[config.mk]
export PLATFORM = sky130hd
export DESIGN_NAME = imem_program_loader_flat
export DESIGN_NICKNAME = d
export VERILOG_FILES = /design/src/rtl/imem_program_loader_if.sv /design/src/rtl/imem_program_loader.sv /design/src/flat_wrapper.sv
export SDC_FILE = /design/constraint.sdc
export NUM_CORES = 1
export LEC_CHECK = 0
export ABC_AREA = 1
export CAP_MARGIN = 20
export CORE_AREA = 2 2 93 95
export CTS_CLUSTER_DIAMETER = 100
export CTS_CLUSTER_SIZE = 40
export DETAILED_ROUTE_END_ITERATION = 7
export DIE_AREA = 0 0 95 97
export SLEW_MARGIN = 20
export SYNTH_ARGS = -nofsm -noshare
export SYNTH_HDL_FRONTEND = slang
export SYNTH_SLANG_ARGS = --single-unit
[constraint.sdc]
create_clock -name clk -period 2.36 [get_ports clk]
set_clock_uncertainty 0.2 [all_clocks]
set_input_delay 0.236 -clock clk [delete_from_list [all_inputs] [get_ports clk]]
set_output_delay 0.236 -clock clk [all_outputs]
set_load 0.03 [all_outputs]
[src/rtl/imem_program_loader_if.sv]
// Byte-stream handshake between a program byte source (UART, testbench)
// and the instruction memory loader. A byte moves when valid && ready.
interface imem_program_loader_if;
    logic       byte_valid;
    logic [7:0] byte_data;
    logic       byte_ready;

    modport master (
        output byte_valid,
        output byte_data,
        input  byte_ready
    );

    modport slave (
        input  byte_valid,
        input  byte_data,
        output byte_ready
    );
endinterface

[src/rtl/imem_program_loader.sv]
// Instruction memory program loader: assembles little-endian bytes into
// 32-bit words and writes them to imem addresses 0..len-1. While loading,
// the loader owns the imem address/write port and stalls the core; when
// idle, the imem address follows the core fetch address.
module imem_program_loader #(
    parameter int DEPTH = 256,
    parameter int WIDTH = 32,
    parameter int AW    = $clog2(DEPTH)
) (
    input  logic                  clk,
    input  logic                  rst_n,
    input  logic                  start,
    input  logic [AW:0]           len,
    imem_program_loader_if.slave  src,
    input  logic [AW-1:0]         core_addr,
    output logic [AW-1:0]         mem_addr,
    output logic                  mem_we,
    output logic [WIDTH-1:0]      mem_wdata,
    output logic                  core_stall,
    output logic                  busy,
    output logic                  done,
    output logic                  err
);

    typedef enum logic [1:0] {
        S_IDLE,
        S_RECV,
        S_WRITE,
        S_DONE
    } state_t;

    localparam logic [AW:0] DEPTH_L = (AW+1)'(DEPTH);

    state_t           state;
    state_t           state_n;
    logic [AW:0]      word_cnt;
    logic [AW:0]      len_q;
    logic [1:0]       byte_idx;
    logic [WIDTH-1:0] buffer;
    logic             err_q;

    logic ready;
    logic xfer;
    logic len_ok;
    logic last_word;

    assign ready          = (state == S_RECV);
    assign src.byte_ready = ready;
    assign xfer           = src.byte_valid && ready;
    assign len_ok         = (len != '0) && (len <= DEPTH_L);
    assign last_word      = (word_cnt == (len_q - 1'b1));

    assign mem_wdata  = buffer;
    assign core_stall = (state != S_IDLE);
    assign busy       = core_stall;
    assign err        = err_q;

    // State register.
    always_ff @(posedge clk or negedge rst_n) begin
        if (!rst_n) begin
            state <= S_IDLE;
        end else begin
            state <= state_n;
        end
    end

    // Next-state decode and imem port / status outputs.
    always_comb begin
        state_n  = state;
        mem_we   = 1'b0;
        mem_addr = word_cnt[AW-1:0];
        done     = 1'b0;
        case (state)
            S_IDLE: begin
                mem_addr = core_addr;
                if (start && len_ok) begin
                    state_n = S_RECV;
                end
            end
            S_RECV: begin
                if (xfer && (byte_idx == 2'd3)) begin
                    state_n = S_WRITE;
                end
            end
            S_WRITE: begin
                mem_we  = 1'b1;
                state_n = last_word ? S_DONE : S_RECV;
            end
            S_DONE: begin
                done    = 1'b1;
                state_n = S_IDLE;
            end
            default: begin
                state_n = S_IDLE;
            end
        endcase
    end

    // Load bookkeeping: length latch, word/byte counters, word assembly, err pulse.
    always_ff @(posedge clk or negedge rst_n) begin
        if (!rst_n) begin
            len_q    <= '0;
            word_cnt <= '0;
            byte_idx <= '0;
            buffer   <= '0;
            err_q    <= 1'b0;
        end else begin
            err_q <= (state == S_IDLE) && start && !len_ok;
            case (state)
                S_IDLE: begin
                    if (start && len_ok) begin
                        len_q    <= len;
                        word_cnt <= '0;
                        byte_idx <= '0;
                    end
                end
                S_RECV: begin
                    if (xfer) begin
                        buffer[{byte_idx, 3'b000} +: 8] <= src.byte_data;
                        byte_idx                        <= byte_idx + 2'd1;
                    end
                end
                S_WRITE: begin
                    if (!last_word) begin
                        word_cnt <= word_cnt + 1'b1;
                    end
                end
                default: begin
                end
            endcase
        end
    end

endmodule

[src/flat_wrapper.sv]
// flat-port wrapper written by rule: the top's interface ports become plain ports
module imem_program_loader_flat 
#(
    parameter int DEPTH = 256,
    parameter int WIDTH = 32,
    parameter int AW    = $clog2(DEPTH)
)
  (clk, rst_n, start, len, core_addr, mem_addr, mem_we, mem_wdata, core_stall, busy, done, err, src_byte_valid, src_byte_data, src_byte_ready);
  imem_program_loader_if src_i ();
  input  logic clk;
  input  logic rst_n;
  input  logic start;
  input  logic [AW:0] len;
  input  logic [AW-1:0] core_addr;
  output logic [AW-1:0] mem_addr;
  output logic mem_we;
  output logic [WIDTH-1:0] mem_wdata;
  output logic core_stall;
  output logic busy;
  output logic done;
  output logic err;
  input wire logic [$bits(src_i.byte_valid)-1:0] src_byte_valid;
  input wire logic [$bits(src_i.byte_data)-1:0] src_byte_data;
  output wire logic [$bits(src_i.byte_ready)-1:0] src_byte_ready;
  assign src_i.byte_valid = src_byte_valid;
  assign src_i.byte_data = src_byte_data;
  assign src_byte_ready = src_i.byte_ready;
  imem_program_loader #(.DEPTH(DEPTH), .WIDTH(WIDTH), .AW(AW)) u_core (.clk(clk), .rst_n(rst_n), .start(start), .len(len), .src(src_i), .core_addr(core_addr), .mem_addr(mem_addr), .mem_we(mem_we), .mem_wdata(mem_wdata), .core_stall(core_stall), .busy(busy), .done(done), .err(err));
endmodule
==> summary.md, run 1 <==
| Metric | Value |
|---|---|
| I/O Buffers | `74` |
| Post-synth top area share | `45.9%` |
| Slew HR | `74.6%` |
| Row Count | `33` |
| Seq cells post-synth | `55` |
| Total Wirelength | `8.08 mm` |
| I/O pins | `75` |
| Post-placement cell area | `3890 sq um` |
| Worst reg-to-reg setup slack | `0.30 ns` |
| Critical path required time | `1.92 ns` |
| ANT nets after route | `0` |
| Most frequent cells in the layout | `nand2_1, clkdlybuf4s50_1, dfrtp_1` |
| Fin crit period | `2.22 ns` |
| Crit end category | `primary output` |
| Die height | `97 um` |
| Post-DR vias/cell | `4.91` |
| WS Path Type | `reg2out` |
| R2R cell count | `13` |
| RR Endpoint | `u_core.word_cnt[0]` |
| Crit share post-route | `94.2%` |
| Pleak | `2.01 nW` |
| Critical Path Start Type | `flop` |
| Global route overflow | `0` |
| First-pass GRT wire length | `13.2 mm` |
| Gpl congestion | `0.864` |
| CTS buffer count | `5` |
| Syn_area_per_cell | `7.72 sq um` |
| Iter 0 DRT Violations | `82` |
| Hold WS | `0.156 ns` |
| Final setup vio count | `0` |
| Total power | `0.00471 W` |
| Core ar. | `8130 sq um` |
| RR Startpoint | `u_core.len_q[0]` |
| Nets | `509` |
| Setup TNS Final | `0 ns` |
| Reg clk slew, reported paths | `0.11 ns` |
| Hold crit path type | `in2async` |
| Sequential share of the synthesized area | `45.9%` |
| Vias in the first global route | `2924` |
| Gate count of the mapped netlist | `388` |
| Pwr/cell area | `1160 nW/um^2` |
| Hold Vio Cnt, Final | `0` |
| Crit path DAT | `1.79 ns` |
| Share of layout cells above drive strength 1 | `9.07%` |
| Largest net degree at the start of global routing | `22` |
| HPWL after DPL | `6.19 mm` |
| Synth area leaders | `dfrtp_1, nand2_1, o21ai_0` |
| Slew Limit Fails | `0` |
| Antenna cell count | `0` |
| Final instance area | `4050 sq um` |
| Via count | `2840` |
| Worst slew pin tran | `0.381 ns` |
| Max clock buf depth | `2` |
| CTS Sinks | `55` |
| Cell family with most CP delay | `buffers and inverters` |
| RSZ-0062 raised after global routing | `false` |
| CTS tree | `done` |
| Worst-Skew Late Latency | `0.31 ns` |
| Yosys top cell by area | `dfrtp_1` |
| WL per Instance | `13.9 um` |
| Drc violations | `0` |
| FILL cells | `808` |
| Worst setup path startpoint | `u_core.state[0]` |
| Post-synthesis cell area | `3000 sq um` |
| Status | `complete, no violations` |
| Die X | `95 um` |
| Peak VDD IR | `0.480 mV` |
| Die area | `9220 sq um` |
| Core Util, Final | `49.7%` |
| Global Route Usage Sum | `18.2%` |
| Cell chain of the critical path | `inv_2 > nor2_4 > clkdlybuf4s50_1` |
| Slowest cell on the critical path | `clkdlybuf4s50_1` |
| Max Cap Violations | `0` |
| FMAX | `0.450 GHz` |
| Clock root cell | `clkbuf_8` |
| CP max stage delay | `0.69 ns` |
| Syn nets | `424` |
| Buf/Inv on CP | `2` |
| Synth cell types | `27` |
| Layout area overhead | `35.0%` |
| Warnings from Yosys | `0` |
| Starting Density | `36.8%` |
| Critical path fanouts, max | `5` |
| Most common cell after layout, fill and taps aside | `nand2_1` |
| Initial antenna violation count | `0` |
| H-Tree Depth | `2` |
| TritonRoute pass-1 iters | `5` |
## how the worst max path moves through the flow
stage / to / depth (start not counted)
2_1_floorplan: u_core.mem_wdata[0] / 6
5_1_grt: busy / 3
3_3_place_gp: u_core.word_cnt[2] / 9
6_report: src_byte_ready / 3
4_1_cts: mem_we / 4
3_5_place_dp: u_core.word_cnt[6] / 9
## synth_stat cells
cell type and n:
inv_1 40, nand2_2 2, inv_2 1, o22ai_1 1, nand4_1 8, xor2_1 8
xnor2_1 3, nor2_4 2, ha_1 7, nand2_1 104, o21ai_0 47, a21oi_4 1
a21oi_1 5, nor3_1 2, a21oi_2 1, clkbuf_1 4, nand4_2 1, dfrtp_1 55
nand3_1 41, or2_2 1, o21ai_2 1, o21a_1 8, o41ai_1 2, nor2_1 35
buf_4 2, buf_2 4, nor2_2 2
## state kept, by name, indices dropped and copies added, names as in the netlist
register          flops
u_core.mem_wdata     32
u_core.len_q          9
u_core.word_cnt       9
u_core.byte_idx       2
u_core.state          2
u_core.err            1
## stage by stage
stage / setup WS [ns] / cells
after floorplan: 0.207 / 388
after global placement: 0.195 / 570
after detailed placement: 0.147 / 570
after CTS: 0.0386 / 579
after global routing: 0.0563 / 579
final: 0.137 / 579
## power breakdown
group          total, W  internal, W  switching (W)
combinational   0.00255     0.000975        0.00158
sequential      0.00149      0.00125       0.000244
clock          0.000666     0.000344       0.000322
## logic make-up (layout without fill, tap and decap cells)
group,count (synthesis),after routing,share of synthesized area (%)
adder cells (fa/ha/maj),7,7,2.92
AND/OR/NAND/NOR,198,198,28.5
AO/OA/AOI/OAI,66,66,12.6
flip-flops,55,55,45.9
XOR/XNOR,11,11,3.22
buffers and inverters,51,137,6.81
## worst register-to-register path: stages (launching register included)
cell and delay, ns:
dfrtp_1 0.39, inv_2 0.09, ha_2 0.28, nand2_1 0.06, inv_1 0.04, nor2_1 0.07
nand3_1 0.08, nor2_1 0.11, nand3_1 0.09, nor2_1 0.11, nand2_2 0.13, buf_4 0.19
nand3_1 0.07, nand2_1 0.05
## final cells by class
type | instances | area (sq um) | share of cell area, %
Tap cell | 105 | 131 | 3.25
Timing Repair Buffer | 88 | 836 | 20.7
Inverter | 41 | 154 | 3.80
Sequential cell | 55 | 1380 | 34.0
Clock inverter | 2 | 35.0 | 0.866
Multi-Input combinational cell | 282 | 1430 | 35.4
Clock buffer | 6 | 82.6 | 2.04
## per-layer routing
metal	wire length [um]	GRT usage, %	vias to the layer above
met1	3530	21.5	1322
met3	506	4.44	18
li1	-	-	1422
met5	0	0	-
met2	3830	31.4	78
met4	205	7.36	0
## timing repair
| item | CTS | global route |
|---|---|---|
| gates resized for setup | 1 | 7 |
| buffers inserted | 0 | 0 |
| pin swaps | 0 | 0 |
| setup endpoints to repair | 2 | 13 |
| hold endpoints to repair | 15 | 0 |
| cloned | 0 | 0 |
| hold buffers | 1 | 0 |
No activity file was read; power rests on OpenSTA's default activity.
==> inputs of run 2 (changes only) <==
PLACE_DENSITY = 0.66   (was default)
==> run 2 against run 1 <==
Compared with the run above: critical path type unchanged; sequential cell count stayed put; largest power group unchanged; die area stayed put; clock-buffer cell count is 1 higher; sequential power hardly changed; first-iteration DRC count is 32% higher; clock power is 12% lower.
==> summary.md, run 2 (synthesis results as in run 1) <==
| Metric | Value |
|---|---|
| Status | `complete, no violations (unchanged)` |
| Max reg flops | `32 (unchanged)` |
| CTS buffer count | `5 (unchanged)` |
| I/O Buffers | `74 (unchanged)` |
| Most common cell after layout, fill and taps aside | `nand2_1 (unchanged)` |
| Critical Path Start Type | `flop (unchanged)` |
| Worst setup path startpoint | `u_core.state[0] (unchanged)` |
| Starting Density | `36.8% (unchanged)` |
| First-pass GRT wire length | `13.0 mm (was 13.2 mm)` |
| CP endpoint | `src_byte_ready (unchanged)` |
| RR Endpoint | `u_core.word_cnt[6] (was u_core.word_cnt[0])` |
| Setup Buffers After CTS | `0 (unchanged)` |
| Initial antenna violation count | `0 (unchanged)` |
| Hold crit path type | `in2async (unchanged)` |
| Hold Vio Cnt, Final | `0 (unchanged)` |
| WS Path Type | `reg2out (unchanged)` |
| WL per Instance | `13.5 um (was 13.9 um)` |
| Global route overflow | `0 (unchanged)` |
| CTS Sinks | `55 (unchanged)` |
| Pleak | `1.99 nW (was 2.01 nW)` |
| Pwr/cell area | `1130 nW/um^2 (was 1160 nW/um^2)` |
| FMAX | `0.456 GHz (was 0.450 GHz)` |
| CTS tree | `done (unchanged)` |
| Max Cap Violations | `0 (unchanged)` |
| HPWL after DPL | `5.79 mm (was 6.19 mm)` |
| Max clock buf depth | `2 (unchanged)` |
| Die height | `97 um (unchanged)` |
| FILL cells | `808 (unchanged)` |
| Drc violations | `0 (unchanged)` |
| Antenna cell count | `0 (unchanged)` |
| RR Startpoint | `u_core.len_q[1] (was u_core.len_q[0])` |
| Layout area overhead | `34.2% (was 35.0%)` |
| Crit path DAT | `1.75 ns (was 1.79 ns)` |
| Peak VDD IR | `0.619 mV (was 0.480 mV)` |
| Pre-CTS WS | `0.149 ns (was 0.147 ns)` |
| H-Tree Depth | `2 (unchanged)` |
| Iter 0 DRT Violations | `108 (was 82)` |
| Worst reg-to-reg setup slack | `0.19 ns (was 0.30 ns)` |
| R2R cell count | `12 (was 13)` |
| Slew HR | `73.0% (was 74.6%)` |
| I/O pins | `75 (unchanged)` |
| Clock root cell | `clkbuf_8 (unchanged)` |
| Final setup vio count | `0 (unchanged)` |
| Critical path required time | `1.92 ns (about the same)` |
| Final instance area | `4020 sq um (was 4050 sq um)` |
| Crit share post-route | `92.8% (was 94.2%)` |
| Post-placement cell area | `3910 sq um (was 3890 sq um)` |
| Total Wirelength | `7.78 mm (was 8.08 mm)` |
| Via count | `2874 (was 2840)` |
| Reg clk slew, reported paths | `0.11 ns (about the same)` |
| Area taken by flip-flops and latches | `1380 sq um (unchanged)` |
| Largest net degree at the start of global routing | `56 (was 22)` |
| Share of layout cells above drive strength 1 | `7.20% (was 9.07%)` |
| Placed insts | `568 (was 570)` |
| Most frequent cells in the layout | `nand2_1, clkdlybuf4s50_1, dfrtp_1 (unchanged)` |
| Core ar. | `8130 sq um (unchanged)` |
| ANT nets after route | `0 (unchanged)` |
| Final WS setup | `0.169 ns (was 0.137 ns)` |
| TritonRoute pass-1 iters | `4 (was 5)` |
| Nets | `507 (was 509)` |
| Row Count | `33 (unchanged)` |
| Fin crit period | `2.19 ns (was 2.22 ns)` |
| Die X | `95 um (unchanged)` |
| Global Route Usage Sum | `17.5% (was 18.2%)` |
| Worst slew pin tran | `0.403 ns (was 0.381 ns)` |
| Gpl congestion | `0.892 (was 0.864)` |
| Hold WS | `0.227 ns (was 0.156 ns)` |
| Crit end category | `primary output (unchanged)` |
| Post-Layout Cell Count | `577 (was 579)` |
| Die area | `9220 sq um (unchanged)` |
| Slew Limit Fails | `0 (unchanged)` |
| Area of the multi-input gates | `1420 sq um (was 1430 sq um)` |
| Vias in the first global route | `2760 (was 2924)` |
| Post-DR vias/cell | `4.98 (was 4.91)` |
| Worst-Skew Late Latency | `0.31 ns (about the same)` |
| Core Util, Final | `49.4% (was 49.7%)` |
| Critical path fanouts, max | `5 (unchanged)` |
## run 2: cell types whose count changed in the layout (fill, tap and decap cells not counted), sizes merged
cell           delta
clkinv            -1
buf               -7
clkinvlp          +1
bufinv            -1
clkbuf            +1
clkdlybuf4s50     -2
dlygate4sd2       +7
## run 2: worst min-delay path by stage
stage           from            endpoint  slack, ns  depth (start not counted)
2_1_floorplan  rst_n  u_core.byte_idx[0]      -0.26                          0
3_5_place_dp   rst_n     u_core.len_q[6]       0.06                          2
4_1_cts        rst_n     u_core.len_q[5]       0.24                          3
3_3_place_gp   rst_n     u_core.len_q[5]       0.06                          2
6_report       rst_n     u_core.len_q[5]       0.23                          3
5_1_grt        rst_n     u_core.len_q[5]       0.26                          3
## run 2: metal layers
metal	global-route usage [%]	vias to the layer above	share of wire, %
met5	0	-	0
met4	4.68	0	2.2
met3	3.74	15	6.7
met2	28.4	102	47
met1	23.5	1334	45
li1	-	1423	-
## run 2: timing repair
item / 4_1_cts / 5_1_grt
setup endpoints to repair: 7 / 12
pin swaps: 0 / 0
hold buffers: 1 / 0
hold endpoints to repair: 55 / 0
gates resized for setup: 7 / 4
## run 2: per-stage QoR
| stage | total power (W) | setup TNS, ns |
|---|---|---|
| 3_3_place_gp | 0.00399 | 0 |
| 4_1_cts | 0.00459 | 0 |
| 5_1_grt | 0.00490 | -0.150 |
| 6_report | 0.00456 | 0 |
| 3_5_place_dp | 0.00402 | 0 |
| 2_1_floorplan | 0.00305 | 0 |
## run 2: layout make-up
| cell class | instances | share of cell area [%] |
|---|---|---|
| sequential | 55 | 34.2 |
| inverter | 41 | 3.83 |
| multi-input combinational | 282 | 35.3 |
| clock inverter | 1 | 0.187 |
| tap | 105 | 3.27 |
| clock buffer | 7 | 2.40 |
| timing repair buffer | 86 | 20.8 |
## run 2: where the power goes
group	internal (W)	total, W	switching [W]
Combinational	0.000936	0.00249	0.00155
Clock	0.000268	0.000586	0.000318
Sequential	0.00125	0.00148	0.000235
## run 2: critical path, stage by stage, from the launching register on
cell and delay, ns:
dfrtp_1 0.50, inv_2 0.09, nor2_4 0.16, clkdlybuf4s50_1 0.70
==> inputs of run 3 (changes only) <==
SLEW_MARGIN = 25   (was 20)
==> results of run 3 <==
Final layout, timing and power as in run 2 (identical DEF).
